### config.mk
export PLATFORM = sky130hd
export DESIGN_NAME = uart_byte_rx
export DESIGN_NICKNAME = d
export VERILOG_FILES = /design/src/rtl/uart_byte_rx.sv
export SDC_FILE = /design/constraint.sdc
export NUM_CORES = 1
export LEC_CHECK = 0
export ABC_AREA = 1
export ABC_CLOCK_PERIOD_IN_PS = 3800
export BUFFER_PORTS_ARGS = -buffer_cell sky130_fd_sc_hd__buf_2
export CORE_MARGIN = 2
export CORE_UTILIZATION = 45
export DETAILED_ROUTE_END_ITERATION = 12
export MAX_ROUTING_LAYER = met4
export PLACE_DENSITY = 0.66
export SLEW_MARGIN = 20
export SYNTH_ARGS = -nofsm -noshare
export SYNTH_HDL_FRONTEND = slang
export SYNTH_SLANG_ARGS = --single-unit
### constraint.sdc
create_clock -name clk -period 3.8 [get_ports clk]
set_input_delay 0.57 -clock clk [delete_from_list [all_inputs] [get_ports clk]]
set_output_delay 0.57 -clock clk [all_outputs]
set_load 0.1 [all_outputs]
### src/rtl/uart_byte_rx.sv
// uart_byte_rx: 8N1 UART byte receiver, 16x oversampling, 3-sample majority vote per bit.
// Baud table pairs with uart_byte_tx; the stop bit is judged mid-bit so back-to-back frames fit.
module uart_byte_rx #(
    parameter int unsigned SYNC_STAGES = 2
) (
    input  logic       clk,
    input  logic       reset,
    input  logic       uart_rx,
    input  logic [2:0] baud_set,
    output logic [7:0] data_byte,
    output logic       rx_done,
    output logic       frame_error,
    output logic       rx_state
);

    // A chain shorter than two flops is not a synchroniser; clamp it.
    localparam int unsigned SYNC_N = (SYNC_STAGES < 2) ? 2 : SYNC_STAGES;
    localparam int unsigned TICK_W = 9;
    localparam int unsigned SAMP_W = 4;
    localparam int unsigned BIDX_W = 3;

    // Oversample tick dividers: tick period = (DIV+1) clk = 50 MHz / (16 * baud).
    localparam logic [TICK_W-1:0] DIV_9600   = TICK_W'(324);
    localparam logic [TICK_W-1:0] DIV_19200  = TICK_W'(162);
    localparam logic [TICK_W-1:0] DIV_38400  = TICK_W'(80);
    localparam logic [TICK_W-1:0] DIV_57600  = TICK_W'(53);
    localparam logic [TICK_W-1:0] DIV_115200 = TICK_W'(26);

    localparam logic [SAMP_W-1:0] SAMP_FIRST  = SAMP_W'(7);
    localparam logic [SAMP_W-1:0] SAMP_SECOND = SAMP_W'(8);
    localparam logic [SAMP_W-1:0] SAMP_DECIDE = SAMP_W'(9);
    localparam logic [SAMP_W-1:0] SAMP_LAST   = SAMP_W'(15);
    localparam logic [BIDX_W-1:0] BIT_LAST    = BIDX_W'(7);

    typedef enum logic [1:0] {
        S_IDLE,
        S_START,
        S_DATA,
        S_STOP
    } state_t;

    state_t              r_state;
    logic [SYNC_N-1:0]   r_sync;
    logic                r_prev;
    logic [TICK_W-1:0]   r_div;
    logic [TICK_W-1:0]   r_tick_cnt;
    logic [SAMP_W-1:0]   r_samp_cnt;
    logic [BIDX_W-1:0]   r_bit_idx;
    logic                r_s7;
    logic                r_s8;
    logic [7:0]          r_shift;

    logic                w_rx;
    logic                w_fall;
    logic                w_tick;
    logic                w_decide;
    logic                w_bit_end;
    logic                w_vote;

    // Baud select to tick divider; unused codes fall back to 9600.
    function automatic logic [TICK_W-1:0] div_for(input logic [2:0] sel);
        logic [TICK_W-1:0] d;
        case (sel)
            3'b000:  d = DIV_9600;
            3'b001:  d = DIV_19200;
            3'b010:  d = DIV_38400;
            3'b011:  d = DIV_57600;
            3'b100:  d = DIV_115200;
            default: d = DIV_9600;
        endcase
        return d;
    endfunction

    assign w_rx      = r_sync[SYNC_N-1];
    assign w_fall    = r_prev & ~w_rx;
    assign w_tick    = (r_state != S_IDLE) && (r_tick_cnt == r_div);
    assign w_decide  = w_tick && (r_samp_cnt == SAMP_DECIDE);
    assign w_bit_end = w_tick && (r_samp_cnt == SAMP_LAST);
    assign w_vote    = (r_s7 & r_s8) | (r_s7 & w_rx) | (r_s8 & w_rx);

    // Synchronise the async line; preset to idle-high so reset never looks like a start edge.
    always_ff @(posedge clk or posedge reset) begin
        if (reset) begin
            r_sync <= '1;
            r_prev <= 1'b1;
        end else begin
            r_sync <= {r_sync[SYNC_N-2:0], uart_rx};
            r_prev <= w_rx;
        end
    end

    // Oversample tick generator: free-runs only while a frame is in progress.
    always_ff @(posedge clk or posedge reset) begin
        if (reset) begin
            r_tick_cnt <= '0;
        end else if ((r_state == S_IDLE) || w_tick) begin
            r_tick_cnt <= '0;
        end else begin
            r_tick_cnt <= r_tick_cnt + TICK_W'(1);
        end
    end

    // Capture the first two of the three centre samples; the third is the live synced value.
    always_ff @(posedge clk or posedge reset) begin
        if (reset) begin
            r_s7 <= 1'b0;
            r_s8 <= 1'b0;
        end else begin
            if (w_tick && (r_samp_cnt == SAMP_FIRST)) begin
                r_s7 <= w_rx;
            end
            if (w_tick && (r_samp_cnt == SAMP_SECOND)) begin
                r_s8 <= w_rx;
            end
        end
    end

    // Frame FSM with its counters, shift register and registered outputs.
    always_ff @(posedge clk or posedge reset) begin
        if (reset) begin
            r_state     <= S_IDLE;
            r_div       <= DIV_9600;
            r_samp_cnt  <= '0;
            r_bit_idx   <= '0;
            r_shift     <= '0;
            data_byte   <= '0;
            rx_done     <= 1'b0;
            frame_error <= 1'b0;
            rx_state    <= 1'b0;
        end else begin
            rx_done     <= 1'b0;
            frame_error <= 1'b0;
            if (w_tick) begin
                r_samp_cnt <= r_samp_cnt + SAMP_W'(1);
            end

            case (r_state)
                S_IDLE: begin
                    r_samp_cnt <= '0;
                    r_bit_idx  <= '0;
                    if (w_fall) begin
                        r_div    <= div_for(baud_set);
                        r_state  <= S_START;
                        rx_state <= 1'b1;
                    end
                end

                S_START: begin
                    if (w_decide && w_vote) begin
                        // Line was high at the start-bit centre: a glitch, not a frame.
                        r_state  <= S_IDLE;
                        rx_state <= 1'b0;
                    end else if (w_bit_end) begin
                        r_state   <= S_DATA;
                        r_bit_idx <= '0;
                    end
                end

                S_DATA: begin
                    if (w_decide) begin
                        r_shift <= {w_vote, r_shift[7:1]};
                    end
                    if (w_bit_end) begin
                        if (r_bit_idx == BIT_LAST) begin
                            r_state <= S_STOP;
                        end else begin
                            r_bit_idx <= r_bit_idx + BIDX_W'(1);
                        end
                    end
                end

                S_STOP: begin
                    // Leave at the stop-bit centre to give margin for a following start bit.
                    if (w_decide) begin
                        r_state  <= S_IDLE;
                        rx_state <= 1'b0;
                        if (w_vote) begin
                            data_byte <= r_shift;
                            rx_done   <= 1'b1;
                        end else begin
                            frame_error <= 1'b1;
                        end
                    end
                end

                default: begin
                    r_state  <= S_IDLE;
                    rx_state <= 1'b0;
                end
            endcase
        end
    end

endmodule
**Yosys cells after proc, flatten, opt, wreduce, memory -nomap -nowiden**

Cells that the tools add are included.

- Bits in registers: 51
- Latch bits: 0
- Bits in writable memories: 0
- Bits in read-only memories: 0
- Bits of input ports: 6
- Output and inout bits: 11
- Logic and storage cells: 90
- Memories: 0

- Add/subtract/negate cells: 3
- $mul: 0
- Div/mod/pow operators: 0
- Magnitude comparators: 0
- Eq/ne operators: 22
- Shifts and indexed selects: 0
- Multiplexer cells: 26
- Bitwise gates (word level): 7
- Reductions and logical operators: 18

Operators by type and width:

| cell | number |
|---|---|
| $pmux 9 s4 | 1 |
| $ne 2x2->1 const B | 8 |
| $eq 4x4->1 const B | 3 |
| $mux 2 | 6 |
| $mux 3 | 4 |
| $reduce_and 5->1 | 2 |
| $add 9x1->9 const B | 1 |
| $eq 9x9->1 | 1 |
| $mux 1 | 9 |
| $mux 9 | 1 |
| $pmux 3 s3 | 1 |
| $mux 4 | 2 |
| $pmux 2 s4 | 1 |
| $eq 3x2->1 const B | 2 |
| $eq 3x3->1 const B | 2 |
| $logic_and 1x1->1 | 6 |
| $reduce_bool 3->1 | 2 |
| $add 4x1->4 const B | 1 |
| $and 1x1->1 | 4 |
| $eq 2x2->1 const B | 2 |
| $eq 4x3->1 const B | 1 |
| $reduce_and 2->1 | 2 |
| $reduce_and 4->1 | 1 |
| $reduce_bool 2->1 | 2 |
| other kinds (10) | 11 |

**Depth between registers and ports, before layout**

- Depth in word-level cells: 6
- Gate-level depth with buffers: 13
- Gate-level depth less buffers: 13

**Least setup slack after synthesis**

OpenSTA, ideal clock, no wires.

- Path type: flip-flop to flip-flop
- From: reg r_div[2]
- To: reg data_byte[1]
- Library setup time: 0.121 ns
- Arrival time: 1.544 ns
- Required time: 3.679 ns
- Slack: 2.135 ns
- Stages on the path, launching flop included: 13
- Path buffers: 1
- Period minus slack after synthesis: 1.665 ns
- Cells stage by stage: dfstp_2 inv_1 nand2_1 nand2_1 nor2_2 nand3_4 nor2_8 nand4_4 inv_2 nand2_4 buf_6 nand2_2 o21ai_2

- Longest elaborated chain between the ends: 4

RTL lines:

| item | RTL line | text |
|---|---|---|
| start: declaration | 45 | `logic [TICK_W-1:0] r_div;` |
| start signal: assignment | 142 | `r_div <= div_for(baud_set);` |
| $eq 9x9->1 | 76 | `assign w_tick = (r_state != S_IDLE) && (r_tick_cnt == r_div);` |
| $logic_and 1x1->1 | 76 |  |
| $logic_and 1x1->1 | 77 | `assign w_decide = w_tick && (r_samp_cnt == SAMP_DECIDE);` |
| $reduce_and 3->1 (no source line) | n/a |  |
| end signal: assignment | 178 | `data_byte <= r_shift;` |
| end: declaration | 10 | `output logic [7:0] data_byte,` |

Every way passes these cells.
A chain may end at the register's enable or synchronous reset.

**Worst setup path after layout**

- From: reg r_samp_cnt[1]
- To: reg rx_state

- Longest elaborated chain between the ends: 5
- Elaborated cells between the ends (all ways): 6
- Those cells by class: eq/ne (3); reduce/logical (3)

RTL lines:

| item | RTL line | text |
|---|---|---|
| start: declaration | 47 | `logic [SAMP_W-1:0] r_samp_cnt;` |
| start signal: assignment | 134 | `r_samp_cnt <= r_samp_cnt + SAMP_W'(1);` |
| $eq 4x4->1 * | 77 |  |
| $logic_and 1x1->1 * | 77 |  |
| $logic_and 1x1->1 | 149 | `if (w_decide && w_vote) begin` |
| $ne 2x2->1 (no source line) | n/a |  |
| $reduce_and 4->1 (no source line) * | n/a |  |
| end signal: assignment | 144 | `rx_state <= 1'b1;` |
| end signal: assignment | 152 | `rx_state <= 1'b0;` |
| end signal: assignment | 176 | `rx_state <= 1'b0;` |
| end: declaration | 13 | `output logic rx_state` |

Mark *: on every way between the ends. The rest lies on a longest branch, timed or not.

==> impl_metrics.env <==
export IMPL_outcome="complete, no violations"
export IMPL_fp_row_count=27
export IMPL_yosys_area_share_simple=0.2490
export IMPL_wire_per_inst_um=12.15
export IMPL_clock_latency_ns=0.31
export IMPL_synth_seq_cells=51
export IMPL_ctsResizeCount=0
export IMPL_fin_crit_ns=1.855
export IMPL_finalSetupViolations=0
export IMPL_swShare=0.3682
export IMPL_io_buffers=16
export IMPL_vias=1802
export IMPL_die_y_um=78.42
export IMPL_synthArstFlopShare=1.000
export IMPL_setup_tns_ns=0
export IMPL_wl_um=4507
export IMPL_ir_worst_vdd_v=0.0002163
export IMPL_maxSlewHeadroom=0.4145
export IMPL_critPathMaxFanout=4
export IMPL_endpoint_kind="flip-flop"
export IMPL_detail_route_vias_per_cell=4.857
export IMPL_cts_tree="built"
export IMPL_grt_max_degree=52
export IMPL_synth_nets=289
export IMPL_drive_gt1_frac=0.2074
export IMPL_rrSetupSlack_ns=1.95
export IMPL_power_switching_uw=553.8
export IMPL_overflow=0
export IMPL_yosys_top_cells_count="67 x nand2_1, 45 x dfrtp_1, 33 x inv_1"
export IMPL_grt_pass1_wl_um=7838
export IMPL_hpwlAfterDp_um=3275
export IMPL_crit_required_ns=3.99
export IMPL_yosysMostFrequentCell="nand2_1"
export IMPL_synth_area_um2=2492
export IMPL_first_global_vias=1672
export IMPL_clock_path_buffers=2
export IMPL_io_pin_count=17
export IMPL_floorplan_initialDensity=0.4582
export IMPL_hold_ws_ns=0.3581
export IMPL_powerDensity_nw_per_um2=549.1
export IMPL_placed_cell_area_um2=2646
export IMPL_finalInstanceArea_um2=2739
export IMPL_antenna_found_initial=0
export IMPL_final_nets=310
export IMPL_clk_pin_slew_worst_paths_ns=0.09
export IMPL_synth_xor_area_frac=0.03163
export IMPL_max_freq_mhz=539.2
export IMPL_worstMarginPinSlew_ns=0.8773
export IMPL_min_path_type="reg2reg"
export IMPL_rsz0062_at_grt="no"
export IMPL_seq_area_frac_synth=0.5151
export IMPL_drt_iter0_drc=102
export IMPL_worst_setup_path_type="reg2reg"
export IMPL_synthFlopType="dfrtp_1"
export IMPL_synth_area_per_cell_um2=8.998
export IMPL_worstPathArrival_ns=2.05
export IMPL_synth_top_family_by_area="simple AND/OR/NAND/NOR gates"
export IMPL_min_period_over_period=0.4881
export IMPL_drv_cap=0
export IMPL_syn_instance_count=277
export IMPL_gp_congestion=0.9005
export IMPL_synth_top_area_share=0.4518
export IMPL_cts_hold_buf=0
export IMPL_fp_dieArea_um2=6150
export IMPL_slew_viol_final=0
export IMPL_synth_area_leader_cell="dfrtp_1"
export IMPL_p_int_uw=950.2
export IMPL_htreeDepth=2
export IMPL_post_cts_repair_setup_buffers=0
export IMPL_startpoint_type="flip-flop"
export IMPL_root_buffer="clkbuf_8"
export IMPL_ys_warn_count=0
export IMPL_final_hold_viol_count=0
export IMPL_grt_use_total=0.1688
export IMPL_synth_compound_area_share=0.1029
export IMPL_drc=0
export IMPL_clock_sinks=51
export IMPL_synthAdderAreaFrac=0.03012
export IMPL_diodes=0
export IMPL_p_total_mw=1.504
export IMPL_finalClockSkew_ns=0.01177
export IMPL_p_leak_nw=1.407
export IMPL_detail_route_antenna_nets=0
export IMPL_synthMuxAreaShare=0
export IMPL_p_clk_frac=0.214
export IMPL_die_w_um=78.42
export IMPL_synth_distinct_cells=36
export IMPL_dr_pass1_iters=4
export IMPL_final_core_util=0.5036
export IMPL_combPwrFrac=0.294
export IMPL_seqPwrFrac=0.492
export IMPL_core_um2=5439
export IMPL_cts_made_buffers=5
export IMPL_area_delta_synth_final_pct=9.890
export IMPL_synth_area_leaders="dfrtp_1 45%, nand2_1 10%, dfstp_2 6.3%"
export IMPL_synth_edff_count=0
==> state kept, by name (all words and copies together) (netlist names), 2 cells and up, named ones only <==
name	count
r_div	9
r_tick_cnt	9
data_byte	8
r_shift	8
r_samp_cnt	4
r_bit_idx	3
r_sync	2
==> layer usage <==
metal  part of all wire  global-route usage  vias up
met5                  0                   -        -
met4              0.022             0.07544        0
met3              0.032             0.03448        8
met2               0.43              0.2371       24
met1               0.52              0.2377      855
li1                   -                   -      915
==> layout by cell type, fill, tap and decap left out, types with 2 or more instances in the layout <==
cell type  synthesis  routed
a21oi_1            7       7
buf_2              1      16
clkbuf_8           0       6
clkinv_1           2       2
clkinv_2           0       2
dfrtp_1           45      45
dfstp_2            6       6
ha_1               6       6
inv_1             33      32
inv_2              8       8
nand2_1           67      67
nand2_2            4       4
nand3_1           12      12
nand4_1            2       2
nand4_4            2       2
nor2_1            20      20
nor2_2             4       4
nor3_1             5       5
o21ai_0            9       9
o21ai_1           13      13
o21ai_2            7       7
xnor2_1            4       4
xor2_1             5       5
==> layout make-up <==
type | count | area (µm²)
tap | 72 | 90.09
timing repair buffer | 16 | 80.08
fill | 504 | 2700
clock inverter | 1 | 5.005
sequential | 51 | 1284
multi-input combinational | 181 | 1031
inverter | 43 | 162.7
clock buffer | 7 | 86.33
==> critical path, cell delays in order, from the launching register on <==
cell     delay (ns)
dfrtp_1        0.41
inv_1          0.10
ha_1           0.16
nor3b_4        0.35
nand4_1        0.19
a21oi_1        0.26
nand3_1        0.14
nand2_1        0.09
nand2_1        0.05
==> metrics by stage <==
step	instances	setup WS [ns]
2_1_floorplan	277	2.010
3_3_place_gp	363	1.984
3_5_place_dp	363	1.956
4_1_cts	371	1.940
5_1_grt	371	1.763
6_report	371	1.945
==> power by group through the flow <==
stage,sequential [mW],clock (mW),combinational [mW]
after global placement,0.746,0,0.437
after CTS,0.740,0.329,0.446
after floorplan,0.755,0,0.335
after detailed placement,0.748,0,0.444
final,0.740,0.322,0.442
after global routing,0.753,0.352,0.501
==> path summary, 6_finish.rpt <==
| kind | start | to | depth (start not counted) |
|---|---|---|---|
| worst max-delay path | r_samp_cnt[1] | rx_state | 8 |
| worst min-delay path | r_sync[0] | r_sync[1] | 0 |
| worst max register to register | r_samp_cnt[1] | rx_state | 8 |
| worst min register to register | r_sync[0] | r_sync[1] | 0 |
| max in group asynchronous | reset | r_shift[7] | 2 |
| min in group asynchronous | reset | r_shift[4] | 2 |
==> cell families (layout without fill, tap and decap cells) <==
| kind of cell | Yosys count | in the layout |
|---|---|---|
| and+or+nand+nor | 124 | 124 |
| DFF | 51 | 51 |
| buffers and inverters | 45 | 67 |
| AOI/OAI and AO/OA | 42 | 42 |
| xor gates and xnor gates | 9 | 9 |
| adders and majority gates | 6 | 6 |
Note: power is estimated with default switching activity, not from simulation.
